==> config.mk <==
export PLATFORM = sky130hd
export DESIGN_NAME = stq_alloc_ctrl_a
export DESIGN_NICKNAME = d
export VERILOG_FILES = /design/src/rtl/stq_alloc_ctrl_a.sv
export SDC_FILE = /design/constraint.sdc
export NUM_CORES = 1
export LEC_CHECK = 0
export BUFFER_PORTS_ARGS = -buffer_cell sky130_fd_sc_hd__buf_4
export CORE_ASPECT_RATIO = 1.4
export CORE_UTILIZATION = 30
export CTS_CLUSTER_SIZE = 20
export DETAILED_ROUTE_END_ITERATION = 8
export GPL_TIMING_DRIVEN = 0
export PLACE_DENSITY = 0.61
export SYNTH_ARGS = -nofsm -noshare
export SYNTH_HDL_FRONTEND = slang
export SYNTH_SLANG_ARGS = --single-unit
==> constraint.sdc <==
create_clock -name clk -period 7.22 [get_ports clk]
set_clock_uncertainty 0.1 [all_clocks]
set_input_delay 0.361 -clock clk [delete_from_list [all_inputs] [get_ports clk]]
set_output_delay 0.361 -clock clk [all_outputs]
set_load 0.01 [all_outputs]
==> src/rtl/stq_alloc_ctrl_a.sv <==
// stq_alloc_ctrl_a: store-queue alloc/retire/drain pointer control with flush rollback
module stq_alloc_ctrl_a #(
    parameter int BUF_COUNT = 64,
    parameter int IDX_W     = 6
) (
    input  logic                 clk,
    input  logic                 rst,
    input  logic                 stallA,
    input  logic                 excpt,
    input  logic [1:0]           alloc_cnt,
    output logic                 alloc_gnt,
    output logic [IDX_W-1:0]     alloc0_idx,
    output logic [IDX_W-1:0]     alloc1_idx,
    output logic [BUF_COUNT-1:0] wrt0_en,
    output logic [BUF_COUNT-1:0] wrt1_en,
    input  logic [1:0]           retire_cnt,
    output logic [BUF_COUNT-1:0] passe_en,
    output logic                 drain_valid,
    output logic [IDX_W-1:0]     drain_idx,
    input  logic                 drain_ack,
    output logic [BUF_COUNT-1:0] free_en,
    output logic [IDX_W:0]       count,
    output logic                 full,
    output logic                 empty
);
    localparam int PW = IDX_W + 1;
    localparam logic [BUF_COUNT-1:0] ONE = BUF_COUNT'(1);
    logic [PW-1:0] alloc_ptr, retire_ptr, drain_ptr, unret, free_slots, rnew, fl_len;
    logic [IDX_W-1:0] d;
    logic [1:0] areq, rreq, eff;
    logic drain_fire;
    always_comb begin
        areq = (alloc_cnt == 2'd3) ? 2'd0 : alloc_cnt;
        rreq = (retire_cnt == 2'd3) ? 2'd0 : retire_cnt;
        count = alloc_ptr - drain_ptr;
        free_slots = PW'(BUF_COUNT) - count;
        full = count == PW'(BUF_COUNT);
        empty = count == '0;
        unret = alloc_ptr - retire_ptr;
        eff = (unret < PW'(rreq)) ? unret[1:0] : rreq;
        rnew = retire_ptr + PW'(eff);
        fl_len = alloc_ptr - rnew;
        alloc_gnt = (areq != 2'd0) && !stallA && !excpt && (free_slots >= PW'(areq));
        alloc0_idx = alloc_ptr[IDX_W-1:0];
        alloc1_idx = alloc0_idx + IDX_W'(1);
        wrt0_en = alloc_gnt ? ONE << alloc0_idx : '0;
        wrt1_en = (alloc_gnt && areq == 2'd2) ? ONE << alloc1_idx : '0;
        passe_en = ((eff != 2'd0) ? ONE << retire_ptr[IDX_W-1:0] : '0)
                 | ((eff == 2'd2) ? ONE << (retire_ptr[IDX_W-1:0] + IDX_W'(1)) : '0);
        drain_valid = retire_ptr != drain_ptr;
        drain_idx = drain_ptr[IDX_W-1:0];
        drain_fire = drain_valid && drain_ack;
        free_en = drain_fire ? ONE << drain_idx : '0;
        d = '0;
        // flush frees every slot whose distance from the post-retire pointer is below the unretired length
        for (int i = 0; i < BUF_COUNT; i++) begin
            d = IDX_W'(i) - rnew[IDX_W-1:0];
            if (excpt && PW'(d) < fl_len) free_en[i] = 1'b1;
        end
    end
    always_ff @(posedge clk or posedge rst) begin
        if (rst) begin
            alloc_ptr  <= '0;
            retire_ptr <= '0;
            drain_ptr  <= '0;
        end else begin
            alloc_ptr  <= excpt ? rnew : alloc_ptr + (alloc_gnt ? PW'(areq) : PW'(0));
            retire_ptr <= rnew;
            drain_ptr  <= drain_ptr + PW'(drain_fire);
        end
    end
endmodule
==> results.md <==
* Die height at 195 µm
* Simple-gate share of the synthesized area at 29.8%
* CP Launch Point: alloc_ptr[0]
* Vias in the first global route at 10100
* Top Layer Used: met4
* Placer Congestion at ~0.98
* Final Max Slew Viols at 0
* Layout cell share with drive strength beyond 1 at 25.9%
* # nets final at 1671
* Sequential area share after synthesis at 6.59%
* Status: complete, no violations
* Area leader, netlist: ha_1
* CP Launch Type: flop
* Max Clk Rate at 0.144 GHz
* Maximum fanout along the worst path at 13
* Period utilisation layout at 96.0%
* DP HPWL at 30.5 mm
* Drt wl/cell at 20.2 µm
* Die Width at 140 µm
* # IOs at 294
* Final core utilization at approximately 43%
* Seq cells post-synth at 21
* Multiplexer share of the synthesized area at 2.92%
* Buf/Inv on CP at 7
* Fillers at 2827
* DRT met1 WL at approximately 16 mm
* Count of cell types in the netlist at 62
* Met2 WL at 18.7 mm
* Most frequent cell after synthesis: nor2_1
* Vias/cell at 5.61
* Syn avg cell area at 6.38 µm²
* Slowest CP cell: fa_2
* Area grow syn2layout at 39.3%
* Initial antenna violation count at 0
* Cells after Synth at 1250
* R2R cell count at 19
* Syn nets at 1345
* Synth area leaders: ha_1, nor2_1, xnor2_1
* Largest family of logic cells by synthesized area: simple AND/OR/NAND/NOR gates
* Syn Std Cell Area at 7970 µm²
* Crit path capture type: output pin
* Critical path class: flop to output pin
* H-tree Lvls at 1
* Fraction of registers with async set or reset after synthesis at between 90% and 100%
* First-pass GRT wire length at ~58 mm
* Min Tclk post-route at 6.93 ns
* Area share of fa/ha/maj cells after synthesis at 15.8%
* Global Route Usage Sum at 26.9%
* Synth warn at 0
* Final WL at 38.5 mm
* Xor and xnor fraction of the mapped netlist area at between 10% and 20%
* Compound-cell area share of the yosys netlist at approximately 26%
* Total gr overflow at 0
* CTS Buffer Depth at 2
* Type of the worst min-delay path: primary input to asynchronous set/reset pin
* FF-to-FF Start: drain_ptr[1]
* Clk slew on worst S/H paths at about 0.060 ns
* CTS Sinks at 21
* CTS tree: yes
* Core ar. at ~26000 µm²
* Number of synthesized flops with an enable pin at 0
* Synth cell count leaders: nor2_1, nand2_1, ha_1
* Post-synth top area share at 12.7%
* N_diodes at 0
* Initial Utilization at 30.5%
* Row count at 70
* CTS buffer count at 3
* Max-cap viol count at 0
* Worst path arrival time at 6.47 ns
* Drt drc at 0
* CP Capture Point: free_en[3]
* Critical Path RT at 6.76 ns
* Antenna Nets Post-Route at 0
* Vias post-DR at ~11000
* Clk_lat worst skew at 0.26 ns
* Final Setup Violations at 0
* Largest net degree at the start of global routing at 22
* CP Depth at 28
* Die ar. at 27200 µm²
* PortBufs at 293
* Routed length on met3 at approximately 2.5 mm
* Relative slew slack at 12.5%
* Crit Reg-Reg Endpoint: alloc_ptr[6]
* First DRT Iteration DRCs at 766
* Crit path largest cell delay at 0.60 ns
* Slew @ Worst Pin at 1.30 ns
* Worst reg-to-reg setup slack at 1.80 ns
* Drt pass-1 iters at 5
* Root Buffer Master: clkbuf_16
* Final Hold Violating Endpoints at 0
* Top_reg_cell synth: dfrtp_1
* CP delay by family, top: adder cells
[stage by stage]
stage	setup WS (ns)	hold WS, ns	std cells	instance area [µm²]	TNS [ns]
after floorplan	0.560	0.238	1250	7970	0
after global placement	-1.07	0.425	1867	10600	-51.09
after detailed placement	-1.04	0.436	1867	10600	-41.73
after CTS	0.0000422	0.190	1882	10900	0
after global routing	-0.00811	0.233	1899	11100	-0.00944
final	0.291	0.168	1899	11100	0
[state kept, by name, summed over array words and instances, names as in the netlist]
name and count:
drain_ptr 7, retire_ptr 7, alloc_ptr 7
[cell usage in the layout (no fill, tap or decap), types with 5 or more instances in the layout]
cell type / Yosys / final
and3_1: 13 / 13
a221oi_1: 8 / 8
nand3_1: 54 / 54
nor2_1: 212 / 209
a211o_1: 12 / 12
mux2i_1: 21 / 21
ha_1: 81 / 78
buf_4: 15 / 337
buf_2: 11 / 9
nand2b_1: 15 / 15
nor3_1: 28 / 28
clkbuf_2: 3 / 6
nor2b_1: 22 / 21
nand4_1: 16 / 16
and2_1: 11 / 11
clkbuf_1: 48 / 47
inv_1: 67 / 63
dfrtp_1: 21 / 19
clkinv_1: 6 / 5
a32oi_1: 8 / 8
xnor2_2: 3 / 5
xnor2_1: 75 / 69
o21ai_0: 59 / 56
nand2_1: 151 / 150
o22ai_1: 32 / 32
o32ai_1: 17 / 17
a21oi_1: 80 / 75
maj3_1: 10 / 10
o211ai_1: 15 / 15
xor2_1: 12 / 11
a21oi_2: 0 / 5
o221ai_1: 5 / 5
a21o_1: 23 / 23
buf_1: 13 / 11
a221o_1: 14 / 14
[worst min path at each step]
stage	depth (start not counted)	from	slack, ns	to
detailed placement	1	drain_ptr[1]	0.44	drain_ptr[1]
global placement	1	drain_ptr[1]	0.43	drain_ptr[1]
CTS	2	rst	0.19	drain_ptr[0]
finish	2	rst	0.17	drain_ptr[2]
global route	2	rst	0.23	drain_ptr[0]
floorplan	1	rst	0.24	alloc_ptr[0]
[logic make-up after synthesis]
family,Yosys count
fa+ha+maj,100
simple gates,539
buf+inv,166
compound gates,311
xor+xnor,90
mux,23
flops,21
[final cells by class]
cell class	count	area (µm²)	share of cell area, %
inverters	74	293	2.64
flip-flops and latches	21	528	4.76
repair buffers	321	2420	21.8
well taps	324	405	3.65
clock buffers	4	78.8	0.710
multi-input cells	1063	6920	62.4
plain buffers	92	450	4.06
[worst register-to-register path: stages (launching register included)]
cell and delay (ns):
dfrtp_1 0.37, clkbuf_1 0.43, inv_1 0.31, ha_1 0.34, nor2b_1 0.12, o21ai_0 0.20, a21oi_1 0.12, o21ai_0 0.19
nor3b_1 0.43, nor3_1 0.10, o221ai_1 0.64, clkbuf_1 0.43, and3_1 0.24, ha_1 0.18, inv_1 0.06, fa_1 0.41
nor2_1 0.19, nand3_1 0.16, xor2_1 0.18, o21ai_0 0.13
[metal layers]
metal	track usage, %	vias up
li1	-	5042
met1	33.1	5041
met2	47.2	467
met3	3.03	101
met4	10.6	0
met5	0	-
[repair_timing]
item | 4_1_cts | 5_1_grt
hold endpoints to repair | 0 | 0
buffers inserted | 11 | 17
hold buffers | 0 | 0
setup endpoints to repair | 64 | 64
gates cloned | 0 | 0
pin swaps | 3 | 7
gates resized for setup | 23 | 31
Power is not shown: default switching activity piles up to over one toggle a cycle in this logic, so the estimate is an artifact.
